File: src/rtl/mem_access_seq.sv
// mem_access_seq
// Memory access sequencer placed after the bank address logic. It classifies
// a 16-bit physical address as erasable, fixed or invalid. It then runs a
// read, write or read-modify-write increment against a single-port
// synchronous memory. Writes to the editing registers (0x0010-0x0013) are
// transformed before they are stored.
//
// Ports:
//   clk, reset                  - rising-edge clock, synchronous active-high reset
//   req_valid/req_ready         - request handshake; accept when both are high
//   req_op[1:0]                 - 00 read, 01 write, 10 increment, 11 reserved
//   req_addr[15:0], req_wdata   - request address and write data (latched at accept)
//   resp_valid                  - one-cycle response pulse
//   resp_rdata[15:0]            - read data, stored write value or incremented value
//   resp_error                  - rejected request (qualifies resp_valid)
//   mem_en, mem_we              - memory strobe and write enable
//   mem_addr, mem_wdata         - memory address and write data (hold between strobes)
//   mem_rdata[15:0]             - memory read data, valid the cycle after a read strobe
module mem_access_seq (
  input  logic        clk,
  input  logic        reset,
  input  logic        req_valid,
  output logic        req_ready,
  input  logic [1:0]  req_op,
  input  logic [15:0] req_addr,
  input  logic [15:0] req_wdata,
  output logic        resp_valid,
  output logic [15:0] resp_rdata,
  output logic        resp_error,
  output logic        mem_en,
  output logic        mem_we,
  output logic [15:0] mem_addr,
  output logic [15:0] mem_wdata,
  input  logic [15:0] mem_rdata
);

  typedef enum logic [2:0] {
    S_IDLE,
    S_RD,
    S_CAP,
    S_WR,
    S_RESP,
    S_ERR
  } state_e;

  typedef enum logic [1:0] {
    OP_READ  = 2'b00,
    OP_WRITE = 2'b01,
    OP_INC   = 2'b10,
    OP_RSVD  = 2'b11
  } op_e;

  state_e      state_q, state_d;
  logic        inc_q, inc_d;
  logic        req_ready_q, req_ready_d;
  logic        resp_valid_q, resp_valid_d;
  logic        resp_error_q, resp_error_d;
  logic [15:0] resp_rdata_q, resp_rdata_d;
  logic        mem_en_q, mem_en_d;
  logic        mem_we_q, mem_we_d;
  logic [15:0] mem_addr_q, mem_addr_d;
  logic [15:0] mem_wdata_q, mem_wdata_d;

  logic        accept;
  logic        addr_fixed;
  logic        addr_invalid;
  logic        req_err;
  logic [15:0] edited_wdata;
  op_e         op;

  assign op           = op_e'(req_op);
  assign accept       = req_valid && req_ready_q;
  assign addr_invalid = (req_addr >= 16'hA000);
  assign addr_fixed   = (req_addr >= 16'h0800) && !addr_invalid;
  assign req_err      = (op == OP_RSVD) || addr_invalid ||
                        (addr_fixed && (op != OP_READ));

  // Editing-register transforms. These apply to writes only.
  always_comb begin
    edited_wdata = req_wdata;
    case (req_addr)
      16'h0010: edited_wdata = {req_wdata[0], req_wdata[15:1]};   // CYR
      16'h0011: edited_wdata = {req_wdata[15], req_wdata[15:1]};  // SR
      16'h0012: edited_wdata = {req_wdata[14:0], req_wdata[15]};  // CYL
      16'h0013: edited_wdata = {7'd0, req_wdata[15:7]};           // EDOP
      default:  edited_wdata = req_wdata;
    endcase
  end

  // Outputs are registered. Each one is loaded on the edge that enters the
  // state in which it must be visible.
  always_comb begin
    state_d      = state_q;
    inc_d        = inc_q;
    resp_valid_d = 1'b0;
    resp_error_d = 1'b0;
    resp_rdata_d = resp_rdata_q;
    mem_en_d     = 1'b0;
    mem_we_d     = 1'b0;
    mem_addr_d   = mem_addr_q;
    mem_wdata_d  = mem_wdata_q;

    case (state_q)
      S_IDLE: begin
        if (accept) begin
          if (req_err) begin
            state_d      = S_ERR;
            resp_valid_d = 1'b1;
            resp_error_d = 1'b1;
            resp_rdata_d = '0;
          end else if (op == OP_WRITE) begin
            state_d     = S_WR;
            inc_d       = 1'b0;
            mem_en_d    = 1'b1;
            mem_we_d    = 1'b1;
            mem_addr_d  = req_addr;
            mem_wdata_d = edited_wdata;
          end else begin
            state_d    = S_RD;
            inc_d      = (op == OP_INC);
            mem_en_d   = 1'b1;
            mem_addr_d = req_addr;
          end
        end
      end
      S_RD: state_d = S_CAP;
      S_CAP: begin
        if (inc_q) begin
          // Write back to the same address, which mem_addr_q still holds.
          state_d     = S_WR;
          mem_en_d    = 1'b1;
          mem_we_d    = 1'b1;
          mem_wdata_d = mem_rdata + 16'd1;
        end else begin
          state_d      = S_RESP;
          resp_valid_d = 1'b1;
          resp_rdata_d = mem_rdata;
        end
      end
      S_WR: begin
        state_d      = S_RESP;
        resp_valid_d = 1'b1;
        resp_rdata_d = mem_wdata_q;
      end
      S_RESP:  state_d = S_IDLE;
      S_ERR:   state_d = S_IDLE;
      default: state_d = S_IDLE;
    endcase

    req_ready_d = (state_d == S_IDLE);
  end

  always_ff @(posedge clk) begin
    if (reset) begin
      state_q      <= S_IDLE;
      inc_q        <= 1'b0;
      req_ready_q  <= 1'b0;
      resp_valid_q <= 1'b0;
      resp_error_q <= 1'b0;
      resp_rdata_q <= '0;
      mem_en_q     <= 1'b0;
      mem_we_q     <= 1'b0;
      mem_addr_q   <= '0;
      mem_wdata_q  <= '0;
    end else begin
      state_q      <= state_d;
      inc_q        <= inc_d;
      req_ready_q  <= req_ready_d;
      resp_valid_q <= resp_valid_d;
      resp_error_q <= resp_error_d;
      resp_rdata_q <= resp_rdata_d;
      mem_en_q     <= mem_en_d;
      mem_we_q     <= mem_we_d;
      mem_addr_q   <= mem_addr_d;
      mem_wdata_q  <= mem_wdata_d;
    end
  end

  assign req_ready  = req_ready_q;
  assign resp_valid = resp_valid_q;
  assign resp_error = resp_error_q;
  assign resp_rdata = resp_rdata_q;
  assign mem_en     = mem_en_q;
  assign mem_we     = mem_we_q;
  assign mem_addr   = mem_addr_q;
  assign mem_wdata  = mem_wdata_q;

endmodule

File: config.mk
export PLATFORM = sky130hd
export DESIGN_NAME = mem_access_seq
export DESIGN_NICKNAME = d
export VERILOG_FILES = /design/src/rtl/mem_access_seq.sv
export SDC_FILE = /design/constraint.sdc
export NUM_CORES = 1
export LEC_CHECK = 0
export ABC_AREA = 1
export CAP_MARGIN = 20
export CORE_ASPECT_RATIO = 0.7
export CORE_MARGIN = 2
export CORE_UTILIZATION = 50
export DETAILED_ROUTE_END_ITERATION = 8
export PLACE_DENSITY_LB_ADDON = 0.2
export REMOVE_ABC_BUFFERS = 1
export SYNTH_ARGS = -nofsm -noshare
export SYNTH_HDL_FRONTEND = slang
export SYNTH_SLANG_ARGS = --single-unit
File: constraint.sdc
create_clock -name clk -period 4.1 [get_ports clk]
set_clock_uncertainty 0.05 [all_clocks]
set_input_delay 0.615 -clock clk [delete_from_list [all_inputs] [get_ports clk]]
set_output_delay 0.615 -clock clk [all_outputs]
set_load 0.005 [all_outputs]
Word-level counts from Yosys, hierarchy flattened
Index checks and enable logic that the tools add are counted.
{"block": "word_totals", "input_bits": 53, "elab_cells": 74, "reg_bits": 57, "output_inout_bits": 53}
{"block": "classes", "n_reduce_logical": 15, "add_sub_neg": 1, "magnitude_cmp": 2, "n_eq_ne": 16, "n_bitwise": 2, "muxes": 28}
{"cell": "2-to-1 mux 16 bit", "count": 7}
{"cell": "equality test 16 x 5 -> 1 bit, second input constant", "count": 4}
{"cell": "case mux 16 bit (4 select lines)", "count": 1}
{"cell": "case mux 16 bit (3 select lines)", "count": 1}
{"cell": "case mux 16 bit (2 select lines)", "count": 1}
{"cell": "adder 16 x 1 -> 16 bit, second input constant", "count": 1}
{"cell": "greater-or-equal comparator 16 x 12 -> 1 bit, second input constant", "count": 1}
{"cell": "greater-or-equal comparator 16 bit, second input constant", "count": 1}
{"cell": "!= test 2 bit, second input constant", "count": 6}
{"cell": "case mux 3 bit (4 select lines)", "count": 1}
{"cell": "2-to-1 mux 1 bit", "count": 10}
{"cell": "2-to-1 mux 3 bit", "count": 3}
{"cell": "equality test 3 x 2 -> 1 bit, second input constant", "count": 2}
{"cell": "zero test 3 bit", "count": 2}
{"cell": "AND reduction 5 bit", "count": 1}
{"cell": "equality test 2 bit, second input constant", "count": 2}
{"cell": "case mux 1 bit (2 select lines)", "count": 2}
{"cell": "AND reduction 4 bit", "count": 1}
{"cell": "nonzero test 2 bit", "count": 2}
{"cell": "equality test 3 x 1 -> 1 bit, second input constant", "count": 1}
{"cell": "logical AND 1 bit", "count": 3}
{"cell": "case mux 1 bit (3 select lines)", "count": 1}
{"cell": "AND reduction 3 bit", "count": 1}
{"cell": "nonzero test 3 bit", "count": 1}
{"cell": "6 further kinds", "count": 8}

Longest topological paths before layout
{"block": "logic_depth", "depth_word": 9, "ltp_mapped": 12, "depth_no_buf": 12}

Least setup slack after synthesis
Ideal clock, no wire load.
{"block": "synth_timing", "path_type": "input-to-reg", "startpoint": "input req_addr[12]", "endpoint": "register mem_wdata_q[0], in the netlist mem_wdata[0]", "cell_stages": 10, "setup_ps": 132, "t_arrival_ps": 1683, "required_ps": 3918, "n_path_buf": 2, "slack_ps": 2235, "path_cell_list": "nor2_1 nand2_1 nor2_1 buf_2 o21ai_1 buf_2 nand3_1 nand3b_1 nand2_1 a21oi_1"}
{"block": "synth_via", "elab_chain_cells": 7, "word_cells_on_any_way": 18, "classes_between": "order compare (2); eq/ne (5); mux (5); reduce/logical (6)"}
{"element": "from (decl)", "line": "25", "rtl": "input logic [15:0] req_addr,"}
{"element": "greater-or-equal comparator 16 bit", "line": "73", "rtl": "assign addr_invalid = (req_addr >= 16'hA000);"}
{"element": "zero test 1 bit", "line": "74", "rtl": "assign addr_fixed = (req_addr >= 16'h0800) && !addr_invalid;"}
{"element": "logical AND 1 bit", "line": "74"}
{"element": "logical AND 1 bit", "line": "76", "rtl": "(addr_fixed && (op != OP_READ));"}
{"element": "logical OR 1 bit", "line": "75", "rtl": "assign req_err = (op == OP_RSVD) || addr_invalid ||"}
{"element": "!= test 2 bit (no source line)"}
{"element": "AND reduction 5 bit (no source line)"}
{"element": "to (signal assigned)", "line": "175", "rtl": "mem_wdata_q <= mem_wdata_d;"}
{"element": "to (decl)", "line": "62", "rtl": "logic [15:0] mem_wdata_q, mem_wdata_d;"}
Parallel ways exist; a longest one is shown, timed or not. The select of a mux whose other input is x is not followed.
A chain may end at the register's enable or synchronous reset.

Worst setup path in the final report
{"block": "layout_timing", "startpoint": "input req_addr[14]", "endpoint": "register mem_wdata_q[15], in the netlist mem_wdata[15]"}
The elaborated chain is that of the path after synthesis.

==> impl_metrics.env <==
export IMPL_status="complete, no violations"
export IMPL_drc=0
export IMPL_core_um2=6280
export IMPL_crit_chain="clkdlybuf4s50_1, nor2_1, nand2_1, nor2_1, o21ai_1, nand2_1, nor2_1, o21ai_0, a21oi_1"
export IMPL_grt_max_degree=33
export IMPL_slew_violations=0
export IMPL_n_antenna_cell=0
export IMPL_max_cap_violations=0
export IMPL_clk_latency_ns=0.35
export IMPL_drtIter0Drc=278
export IMPL_ys_seq_elements=57
export IMPL_wl_per_cell_um=15.2
export IMPL_dp_cells=672
export IMPL_r2r_start="state_q[0]"
export IMPL_clk_pin_slew_ns=0.07
export IMPL_path_class="in -> reg"
export IMPL_placed_area_um2=4310
export IMPL_antenna_found_initial=0
export IMPL_grt_pass1_wl_um=17200
export IMPL_ctsResizeCount=0
export IMPL_grt_util_all_layers=0.303
export IMPL_cp_data_arrival_time_ns=3.23
export IMPL_initial_core_util=0.519
export IMPL_critPathTopFamily="simple AND/OR/NAND/NOR gates"
export IMPL_cts_tree="yes"
export IMPL_dp_hpwl_um=7660
export IMPL_clk_path_buf_depth=2
export IMPL_die_w_um=100
export IMPL_dieArea_um2=7190
export IMPL_synthDistinctLibCells=34
export IMPL_dieHeight_um=71.5
export IMPL_cp_start_kind="input port"
export IMPL_vias_per_cell=5.64
export IMPL_cts_setup_buffers=0
export IMPL_clock_root_buffer="clkbuf_8"
export IMPL_setup_viol=0
export IMPL_wl_um=10400
export IMPL_portBuffers=105
export IMPL_hold_depth=2
export IMPL_period_share=0.746
export IMPL_worstHoldPathType="reg -> reg"
export IMPL_timing_setup_tns_ns=0
export IMPL_finalInstanceArea_um2=4510
export IMPL_grt_pass1_vias=3645
export IMPL_syn_mean_instance_area_um2=6.39
export IMPL_slew_headroom=0.256
export IMPL_num_io_pins=106
export IMPL_tightestPinTransition_ns=1.11
export IMPL_ctsHoldBuffers=0
export IMPL_cts_buffers=9
export IMPL_end_kind="flop"
export IMPL_final_common_cell="nand2_1"
export IMPL_layout_nets=660
export IMPL_ys_warn_count=0
export IMPL_whs_ns=0.413
export IMPL_worstPathMaxFanout=15
export IMPL_grt_remaining_overflow=0
export IMPL_hold_path_startpoint="mem_addr[12]"
export IMPL_multiInputGateArea_um2=1860
export IMPL_crit_required_ns=4.27
export IMPL_crit_top_cell="nor2_1"
export IMPL_muxShareOfSynthArea=0
export IMPL_fillerInstances=525
export IMPL_finalCoreUtilization=0.719
export IMPL_rsz0062_at_grt="false"
export IMPL_synth_flop_cell="dfxtp_1"
export IMPL_ir_worst_vdd_mv=0.169
export IMPL_crit_buf_inv=1
export IMPL_drive_gt1_frac=0.0557
export IMPL_yosys_area_share_adder=0.00384
export IMPL_htree_levels=3
export IMPL_dr_pass1_iters=5
export IMPL_register_area_um2=1140
export IMPL_synth_area_um2=3260
export IMPL_stdcell_count=688
export IMPL_slowest_delay_ns=0.61
export IMPL_power_density_nw_per_um2=312
export IMPL_synthToLayoutAreaGrowth_pct=38.4
export IMPL_synth_compound_area_frac=0.185
export IMPL_r2r_slack_ns=1.57
export IMPL_min_to="mem_addr[12]"
export IMPL_ant_nets=0
export IMPL_synth_simple_area_share=0.368
export IMPL_synth_edf_count=0
export IMPL_synthCells=510
export IMPL_synth_xor_area_share=0.0134
export IMPL_leakage_nw=1.86
export IMPL_place_congestion=0.895
export IMPL_cpMaxStageDelayCell="o21ai_1"
export IMPL_cts_sinks=57
export IMPL_vias=3883
export IMPL_fp_row_count=24
export IMPL_min_period_ns=3.06
export IMPL_synth_top_family_by_area="simple AND/OR/NAND/NOR gates"
export IMPL_final_cell_mix="nand2_1 (114), clkdlybuf4s50_1 (105), nor2_1 (76)"
export IMPL_hold_viol=0
export IMPL_fmax_ghz=0.327
export IMPL_reg2reg_depth=8
export IMPL_ys_seq_area_frac=0.350
export IMPL_async_flop_share=0
export IMPL_reg2reg_to="resp_rdata[13]"
-- routing by layer --
metal	vias to the layer above	part of all wire	track usage
li1	1877	-	-
met1	1798	0.46	0.420
met2	183	0.44	0.482
met3	25	0.079	0.0624
met4	0	0.022	0.0898
met5	-	0	0
-- cell families after synthesis --
family / count (synthesis)
compound gates: 113
xor+xnor: 5
fa+ha+maj: 1
buf+inv: 62
flops: 57
simple gates: 272
-- final cells by class --
| cell class | instances | share of cell area |
|---|---|---|
| clock buffer | 12 | 0.0344 |
| inverter | 40 | 0.0338 |
| timing repair buffer | 107 | 0.236 |
| tap | 78 | 0.0216 |
| sequential | 57 | 0.253 |
| multi-input combinational | 391 | 0.412 |
| clock inverter | 3 | 0.00888 |
-- worst max path at each step --
stage                 start            end  slack [ns]  cells after the start
2_1_floorplan  req_addr[12]  mem_wdata[15]        1.95                      8
3_3_place_gp   req_addr[14]  mem_wdata[15]        0.80                      9
3_5_place_dp   req_addr[14]  mem_wdata[15]        0.76                      9
5_1_grt        req_addr[14]  mem_wdata[15]        0.86                      9
6_report       req_addr[14]  mem_wdata[15]        1.04                      9
4_1_cts        req_addr[14]  mem_wdata[15]        1.10                      9
-- power by group --
group,switching (mW),internal (mW)
Sequential,0.0165,0.583
Clock,0.232,0.309
Combinational,0.138,0.127
-- tightest hold or removal path: cells and delay by family (launching register included) --
kind / cells / cell delay [ns]
flops: 1 / 0.31
simple gates: 1 / 0.06
compound gates: 1 / 0.05
-- state kept, by name (all words and copies together) (netlist names), 3 cells and up --
register    count
mem_addr       16
resp_rdata     16
state_q         3
mem_wdata      16
-- Yosys cell counts, types with 2 or more instances --
library cell | count | share of area
nand3_1 | 56 | 0.086
a21oi_1 | 48 | 0.074
nor3_1 | 5 | 0.0077
inv_1 | 36 | 0.041
a32o_1 | 2 | 0.0061
buf_2 | 10 | 0.015
inv_2 | 2 | 0.0023
a21oi_2 | 3 | 0.0081
xor2_1 | 5 | 0.013
nand2_1 | 114 | 0.13
nor2_1 | 76 | 0.088
clkbuf_1 | 10 | 0.012
dfxtp_1 | 57 | 0.35
nand4_1 | 7 | 0.013
or2_2 | 2 | 0.0038
o21ai_0 | 47 | 0.072
nand3b_1 | 4 | 0.0092
nand3_2 | 2 | 0.0061
o21ai_2 | 2 | 0.0054
o21ai_1 | 8 | 0.012
-- per-stage QoR --
step | power, mW | setup slack, ns
after floorplan | 0.717 | 1.95
after global placement | 0.865 | 0.803
after CTS | 1.40 | 1.10
after detailed placement | 0.873 | 0.761
after global routing | 1.46 | 0.860
final | 1.41 | 1.04
No activity file was read; power rests on OpenSTA's default activity.
